<file path="src/rtl/uart_frame_ctrl.sv">
// rtl/uart_frame_ctrl.sv - UART transmitter (multi-frame commands) and receiver
// TX and RX share only the bit-period divisor; each runs its own FSM and counters.
module uart_frame_ctrl #(
  parameter int CLK_FREQ  = 50_000_000,
  parameter int BAUD      = 115200,
  parameter int DATA_BITS = 8,
  parameter int PARITY    = 2,
  parameter int STOP_BITS = 1,
  parameter int CMD_WIDTH = 16
) (
  input  logic                 clk,
  input  logic                 rst_n,
  input  logic [CMD_WIDTH-1:0] cmd_in,
  input  logic                 cmd_vld,
  output logic                 cmd_rdy,
  output logic                 tx,
  input  logic                 rx,
  output logic [DATA_BITS-1:0] read_data,
  output logic                 read_rdy,
  output logic                 parity_err,
  output logic                 frame_err,
  output logic                 tx_busy
);

  localparam int DIV      = (CLK_FREQ + BAUD / 2) / BAUD;
  localparam int CW       = (DIV > 1) ? $clog2(DIV) : 1;
  localparam int N_FRAMES = CMD_WIDTH / DATA_BITS;
  localparam int FW       = (N_FRAMES > 1) ? $clog2(N_FRAMES) : 1;
  localparam logic [CW-1:0] DIV_M1  = CW'(DIV - 1);
  localparam logic [CW-1:0] HALF_M1 = CW'((DIV / 2 > 0) ? DIV / 2 - 1 : 0);
  localparam logic          ODD     = (PARITY == 1);

  typedef enum logic [2:0] {TX_IDLE, TX_START, TX_DATA, TX_PARITY, TX_STOP} tx_state_t;
  typedef enum logic [2:0] {RX_IDLE, RX_START, RX_DATA, RX_PARITY, RX_STOP, RX_WAIT_HIGH} rx_state_t;

  tx_state_t            tx_state, tx_next;
  logic [CW-1:0]        tx_cnt;
  logic [3:0]           tx_bit;
  logic [FW-1:0]        tx_frame;
  logic [CMD_WIDTH-1:0] tx_shift;
  logic                 tx_par;
  logic                 tx_done;

  assign tx_done = (tx_cnt == DIV_M1);

  always_ff @(posedge clk or negedge rst_n) begin
    if (!rst_n) tx_state <= TX_IDLE;
    else        tx_state <= tx_next;
  end

  always_comb begin
    tx_next = tx_state;
    tx      = 1'b1;
    cmd_rdy = 1'b0;
    tx_busy = 1'b1;
    case (tx_state)
      TX_IDLE: begin
        cmd_rdy = 1'b1;
        tx_busy = 1'b0;
        if (cmd_vld) tx_next = TX_START;
      end
      TX_START: begin
        tx = 1'b0;
        if (tx_done) tx_next = TX_DATA;
      end
      TX_DATA: begin
        tx = tx_shift[0];
        if (tx_done && tx_bit == 4'(DATA_BITS - 1))
          tx_next = (PARITY != 0) ? TX_PARITY : TX_STOP;
      end
      TX_PARITY: begin
        tx = tx_par ^ ODD;
        if (tx_done) tx_next = TX_STOP;
      end
      TX_STOP: begin
        if (tx_done && tx_bit == 4'(STOP_BITS - 1))
          tx_next = (tx_frame == FW'(N_FRAMES - 1)) ? TX_IDLE : TX_START;
      end
      default: tx_next = TX_IDLE;
    endcase
  end

  // The shift register walks the whole command, so the next word is already at the LSB.
  always_ff @(posedge clk or negedge rst_n) begin
    if (!rst_n) begin
      tx_cnt   <= '0;
      tx_bit   <= '0;
      tx_frame <= '0;
      tx_shift <= '0;
      tx_par   <= 1'b0;
    end else if (tx_state == TX_IDLE) begin
      tx_cnt   <= '0;
      tx_bit   <= '0;
      tx_frame <= '0;
      tx_par   <= 1'b0;
      if (cmd_vld) tx_shift <= cmd_in;
    end else begin
      tx_cnt <= tx_done ? '0 : tx_cnt + 1'b1;
      if (tx_done) begin
        tx_bit <= (tx_next != tx_state) ? 4'd0 : tx_bit + 4'd1;
        if (tx_state == TX_START) tx_par <= 1'b0;
        if (tx_state == TX_DATA) begin
          tx_shift <= tx_shift >> 1;
          tx_par   <= tx_par ^ tx_shift[0];
        end
        if (tx_state == TX_STOP && tx_next == TX_START) tx_frame <= tx_frame + 1'b1;
      end
    end
  end

  rx_state_t            rx_state, rx_next;
  logic                 rx_s1, rx_s2, rx_prev;
  logic [CW-1:0]        rx_cnt;
  logic [3:0]           rx_bit;
  logic [DATA_BITS-1:0] rx_shift;
  logic                 rx_par, rx_perr;
  logic                 rx_tick;

  // Start bit is sampled after half a period, every later bit a full period on.
  assign rx_tick = (rx_state == RX_START) ? (rx_cnt == HALF_M1) : (rx_cnt == DIV_M1);

  always_ff @(posedge clk or negedge rst_n) begin
    if (!rst_n) rx_state <= RX_IDLE;
    else        rx_state <= rx_next;
  end

  always_comb begin
    rx_next = rx_state;
    case (rx_state)
      RX_IDLE:      if (rx_prev && !rx_s2) rx_next = RX_START;
      RX_START:     if (rx_tick) rx_next = rx_s2 ? RX_IDLE : RX_DATA;
      RX_DATA:      if (rx_tick && rx_bit == 4'(DATA_BITS - 1))
                      rx_next = (PARITY != 0) ? RX_PARITY : RX_STOP;
      RX_PARITY:    if (rx_tick) rx_next = RX_STOP;
      RX_STOP:      if (rx_tick) rx_next = rx_s2 ? RX_IDLE : RX_WAIT_HIGH;
      RX_WAIT_HIGH: if (rx_s2) rx_next = RX_IDLE;
      default:      rx_next = RX_IDLE;
    endcase
  end

  always_ff @(posedge clk or negedge rst_n) begin
    if (!rst_n) begin
      rx_s1      <= 1'b1;
      rx_s2      <= 1'b1;
      rx_prev    <= 1'b1;
      rx_cnt     <= '0;
      rx_bit     <= '0;
      rx_shift   <= '0;
      rx_par     <= 1'b0;
      rx_perr    <= 1'b0;
      read_data  <= '0;
      read_rdy   <= 1'b0;
      parity_err <= 1'b0;
      frame_err  <= 1'b0;
    end else begin
      rx_s1      <= rx;
      rx_s2      <= rx_s1;
      rx_prev    <= rx_s2;
      read_rdy   <= 1'b0;
      parity_err <= 1'b0;
      frame_err  <= 1'b0;
      if (rx_state == RX_IDLE || rx_state == RX_WAIT_HIGH || rx_tick) rx_cnt <= '0;
      else                                                           rx_cnt <= rx_cnt + 1'b1;
      if (rx_tick) begin
        case (rx_state)
          RX_START: begin
            rx_bit  <= '0;
            rx_par  <= 1'b0;
            rx_perr <= 1'b0;
          end
          RX_DATA: begin
            rx_shift <= {rx_s2, rx_shift[DATA_BITS-1:1]};
            rx_par   <= rx_par ^ rx_s2;
            rx_bit   <= rx_bit + 4'd1;
          end
          RX_PARITY: rx_perr <= ((rx_par ^ rx_s2) != ODD);
          RX_STOP: begin
            if (rx_s2) begin
              read_data  <= rx_shift;
              read_rdy   <= 1'b1;
              parity_err <= rx_perr;
            end else begin
              frame_err <= 1'b1;
            end
          end
          default: ;
        endcase
      end
    end
  end

endmodule

</file>
<file path="config.mk">
export PLATFORM = sky130hd
export DESIGN_NAME = uart_frame_ctrl
export DESIGN_NICKNAME = d
export VERILOG_FILES = /design/src/rtl/uart_frame_ctrl.sv
export SDC_FILE = /design/constraint.sdc
export NUM_CORES = 1
export LEC_CHECK = 0
export CAP_MARGIN = 20
export CORE_AREA = 2 2 99 101
export CTS_BUF_LIST = sky130_fd_sc_hd__clkbuf_16
export CTS_CLUSTER_SIZE = 25
export DETAILED_ROUTE_END_ITERATION = 8
export DIE_AREA = 0 0 101 103
export GPL_TIMING_DRIVEN = 0
export MAX_ROUTING_LAYER = met4
export PLACE_DENSITY = 0.65
export RECOVER_POWER = 25
export SYNTH_ARGS = -nofsm -noshare
export SYNTH_HDL_FRONTEND = slang
export SYNTH_SLANG_ARGS = --single-unit
</file>
<file path="constraint.sdc">
create_clock -name clk -period 2.49 [get_ports clk]
set_input_delay 0.249 -clock clk [delete_from_list [all_inputs] [get_ports clk]]
set_output_delay 0.249 -clock clk [all_outputs]
set_load 0.005 [all_outputs]
</file>
==> metrics.md <==
| Metric | Value |
|---|---|
| Syn Area/Cell | 11.6 sq um |
| Net Count, Synth | 342 |
| Final HPWL DP | 4440 um |
| Status | finished, final reports clean |
| Slew @ Worst Pin | 1450 ps |
| Post-synthesis cell count | 316 |
| Initial Util | 38.9% |
| Post-synthesis sequential area ratio | 50.4% |
| Root buffer cell | clkbuf_16 |
| Max IR drop VDD | 0.292 mV |
| Total grt overflow | 0 |
| Tot Pwr | 2.90 mW |
| Die Y | 103 um |
| Setup Buffers After CTS | 0 |
| Critical path arrival | 2100 ps |
| Maximum root-to-sink buffer count | 2 |
| Critical path, cell by cell | or3_1 > inv_2 > clkdlybuf4s50_1 |
| Initial antenna violation count | 0 |
| Placed Instance Area | 0.00418 sq mm |
| Yosys cell types | 53 |
| Combinational share of power | 7.2% |
| Final setup fails | 0 |
| Aggregate global-route resource usage | 14.8% |
| Crit Path Max Fanout | 19 |
| Finished Core Util | 47.5% |
| Primary flip-flop cell chosen by synthesis mapping | dfrtp_1 |
| CTS tree | yes |
| Syn Std Cell Area | 0.00368 sq mm |
| Setup crit start kind | flip-flop |
| First-pass GRT wire length | 11,900 um |
| Worst-Skew Late Latency | 340 ps |
| Hold Crit Class | flip-flop to flip-flop |
| Max Clock Freq | 426 MHz |
| Final net count | 387 |
| DR iter-0 viols | 146 |
| Fraction of layout cells with a size suffix above 1 | 21.9% |
| Clock-pin slew on the worst setup and hold paths | 60 ps |
| Final instance area | 0.00450 sq mm |
| Final GP Congestion | 0.867 |
| Layout area overhead | 22.2% |
| Slowest-stage cell, CP | clkdlybuf4s50_1 |
| Vias in the first global route | 2,555 |
| Core Box Area | 0.00946 sq mm |
| Worst rel slew slack | 3.31% |
| # port buffers | 33 |
| Max-cap violations | 0 |
| Final Cycle Share | 94.3% |
| ANT cells | 0 |
| Pre-antenna DRT Iters | 4 |
| R2R cell count | 5 |
| Die area | 0.0104 sq mm |
| H-tree depth | 3 |
| Routed WL per cell | 13.9 um |
| Yosys warns | 0 |
| Top post-synthesis cells by area | dfrtp_1, mux2_2, mux2_4, nor2_1, dfstp_2 |
| Req. time, crit path | 2240 ps |
| Clock Power Share | 47.2% |
| Unrepaired setup endpoints after global routing | no |
| Largest area contributor in the netlist | dfrtp_1 |
| Die width | 101 um |
| R2R setup slack | 240 ps |
| Number of flops mapped to enable cells by yosys | 0 |
| Cts bufs inserted | 9 |
| CP endpoint kind | primary output |
| Std-Cell Rows | 36 |
| Via density per instance | 5.16 |
| I/O pin count | 34 |
| Largest net degree at the start of global routing | 50 |
| Min cycle time layout | 2350 ps |
| WL final | 6660 um |
| Routed Antenna Nets | 0 |
| Sw Share | 22.6% |
| Clock skew | 9.04 ps |
| Asr flop ratio synth | 100% |
| Power Density | 645 mW/mm^2 |
| Max stage delay on crit path | 580 ps |
| Residual DRC | 0 |
| Worst hold path depth | 0 |
| Synth Register Bits | 74 |
| Clk sinks | 74 |
| P_int | 2.25 mW |
| Net Switching | 656 uW |
| Hold Vio Cnt, Final | 0 |
| Reg power frac | 45.7% |
| Vias | 2,470 |
| Top cell type's share of synthesized area | 48.3% |
| WS Path Type | flip-flop to primary output |
| Leakage | 1.97 nW |
| Slew Limit Fails | 0 |
## final timing paths
kind / start / endpoint
setup / recovery: tx_state[0] / cmd_rdy
hold / removal: rx_s1 / rx_s2
min in group asynchronous: rst_n / rx_cnt[7]
setup reg to reg: rx_cnt[5] / rx_cnt[7]
max in group asynchronous: rst_n / tx_cnt[3]
hold reg to reg: rx_s1 / rx_s2
## cell type report
type / count / area (sq um)
repair buffers: 35 / 362
clock inverters: 6 / 92.6
well taps: 114 / 143
flip-flops and latches: 74 / 1860
clock buffers: 9 / 225
fillers: 862 / 4960
inverters: 13 / 48.8
multi-input cells: 216 / 1690
plain buffers: 12 / 80.1
## cells by family after synthesis
family	share of synthesized area, %
compound gates	6.63
simple gates	16.5
fa+ha+maj	2.04
mux	16.4
xor+xnor	4.29
buf+inv	3.64
flops	50.4
## power groups by stage
stage          logic (mW)  registers, mW  clock network, mW
2_1_floorplan       0.135           1.33                  0
3_3_place_gp        0.201           1.34                  0
3_5_place_dp        0.213           1.34                  0
4_1_cts             0.213           1.32               1.40
5_1_grt             0.240           1.34               1.46
6_report            0.208           1.33               1.37
## sequential cells by signal (all words and copies together), names as in the netlist
signal	flops
tx_cnt	9
tx_par	1
tx_state	3
rx_prev	1
tx_frame	1
read_data	8
frame_err	1
rx_perr	1
parity_err	1
rx_par	1
read_rdy	1
tx_shift	16
rx_state	3
rx_bit	4
rx_s1	1
tx_bit	4
rx_s2	1
rx_shift	8
rx_cnt	9
## per-stage QoR
step	instances	hold WS (ps)	setup slack [ps]	TNS, ps
after floorplan	316	-46.6	508	0
after global placement	463	346	-1410	-101340
after detailed placement	464	186	289	0
after CTS	480	329	0.658	0
after global routing	479	364	18.9	0
final	479	359	141	0
## cell usage after synthesis (2+ instances only)
cell and count:
and4_1 3, buf_6 2, o21ai_0 14, a31oi_1 3, nand3_1 12, and4bb_2 2, o22ai_1 5, nor3_1 4
dfstp_2 3, nor4b_1 3, or3_1 4, mux2i_1 3, and2_1 3, nand2_1 20, mux2_4 9, ha_1 6
a21oi_1 3, nand4_1 3, nor4_1 3, nand2b_1 4, a22o_1 4, nor3_4 3, nor2_1 22, inv_1 12
xnor2_1 9, o31ai_1 2, nor2b_1 6, clkbuf_1 7, dfrtp_1 71, nor3b_1 3, xor2_1 9, nand3b_1 2
mux2_2 37
## metal layers
layer | wire (um) | GRT usage (%)
met4 | 131 | 6.34
met3 | 202 | 3.05
met5 | 0 | -
met2 | 2980 | 22.2
met1 | 3340 | 19.7
## worst max-delay path, delay by kind of cell, from the launching register on
kind	cells	cell delay [ps]
buffers and inverters	2	910
flip-flops	1	440
AND/OR/NAND/NOR	1	420
## layout by cell type, fill, tap and decap left out, types with 4 or more instances in the layout
cell type / count
o22ai_1: 5
nand2_1: 20
or3_1: 4
nand3_1: 12
clkbuf_16: 9
ha_1: 6
clkdlybuf4s50_1: 31
dfrtp_1: 71
xnor2_1: 9
mux2_2: 37
nor3_1: 4
nand2b_1: 4
nor2b_1: 6
nor2_1: 22
o21ai_0: 14
a22o_1: 4
inv_1: 12
mux2_4: 9
clkbuf_1: 8
xor2_1: 9
## timing repair
| action | CTS | global route |
|---|---|---|
| hold buffers | 1 | 0 |
| setup endpoints to repair | 0 | 1 |
| endpoints found under the hold margin | 22 | 0 |
| gates resized for setup | 0 | 0 |
(Power assumes the default switching activity.)
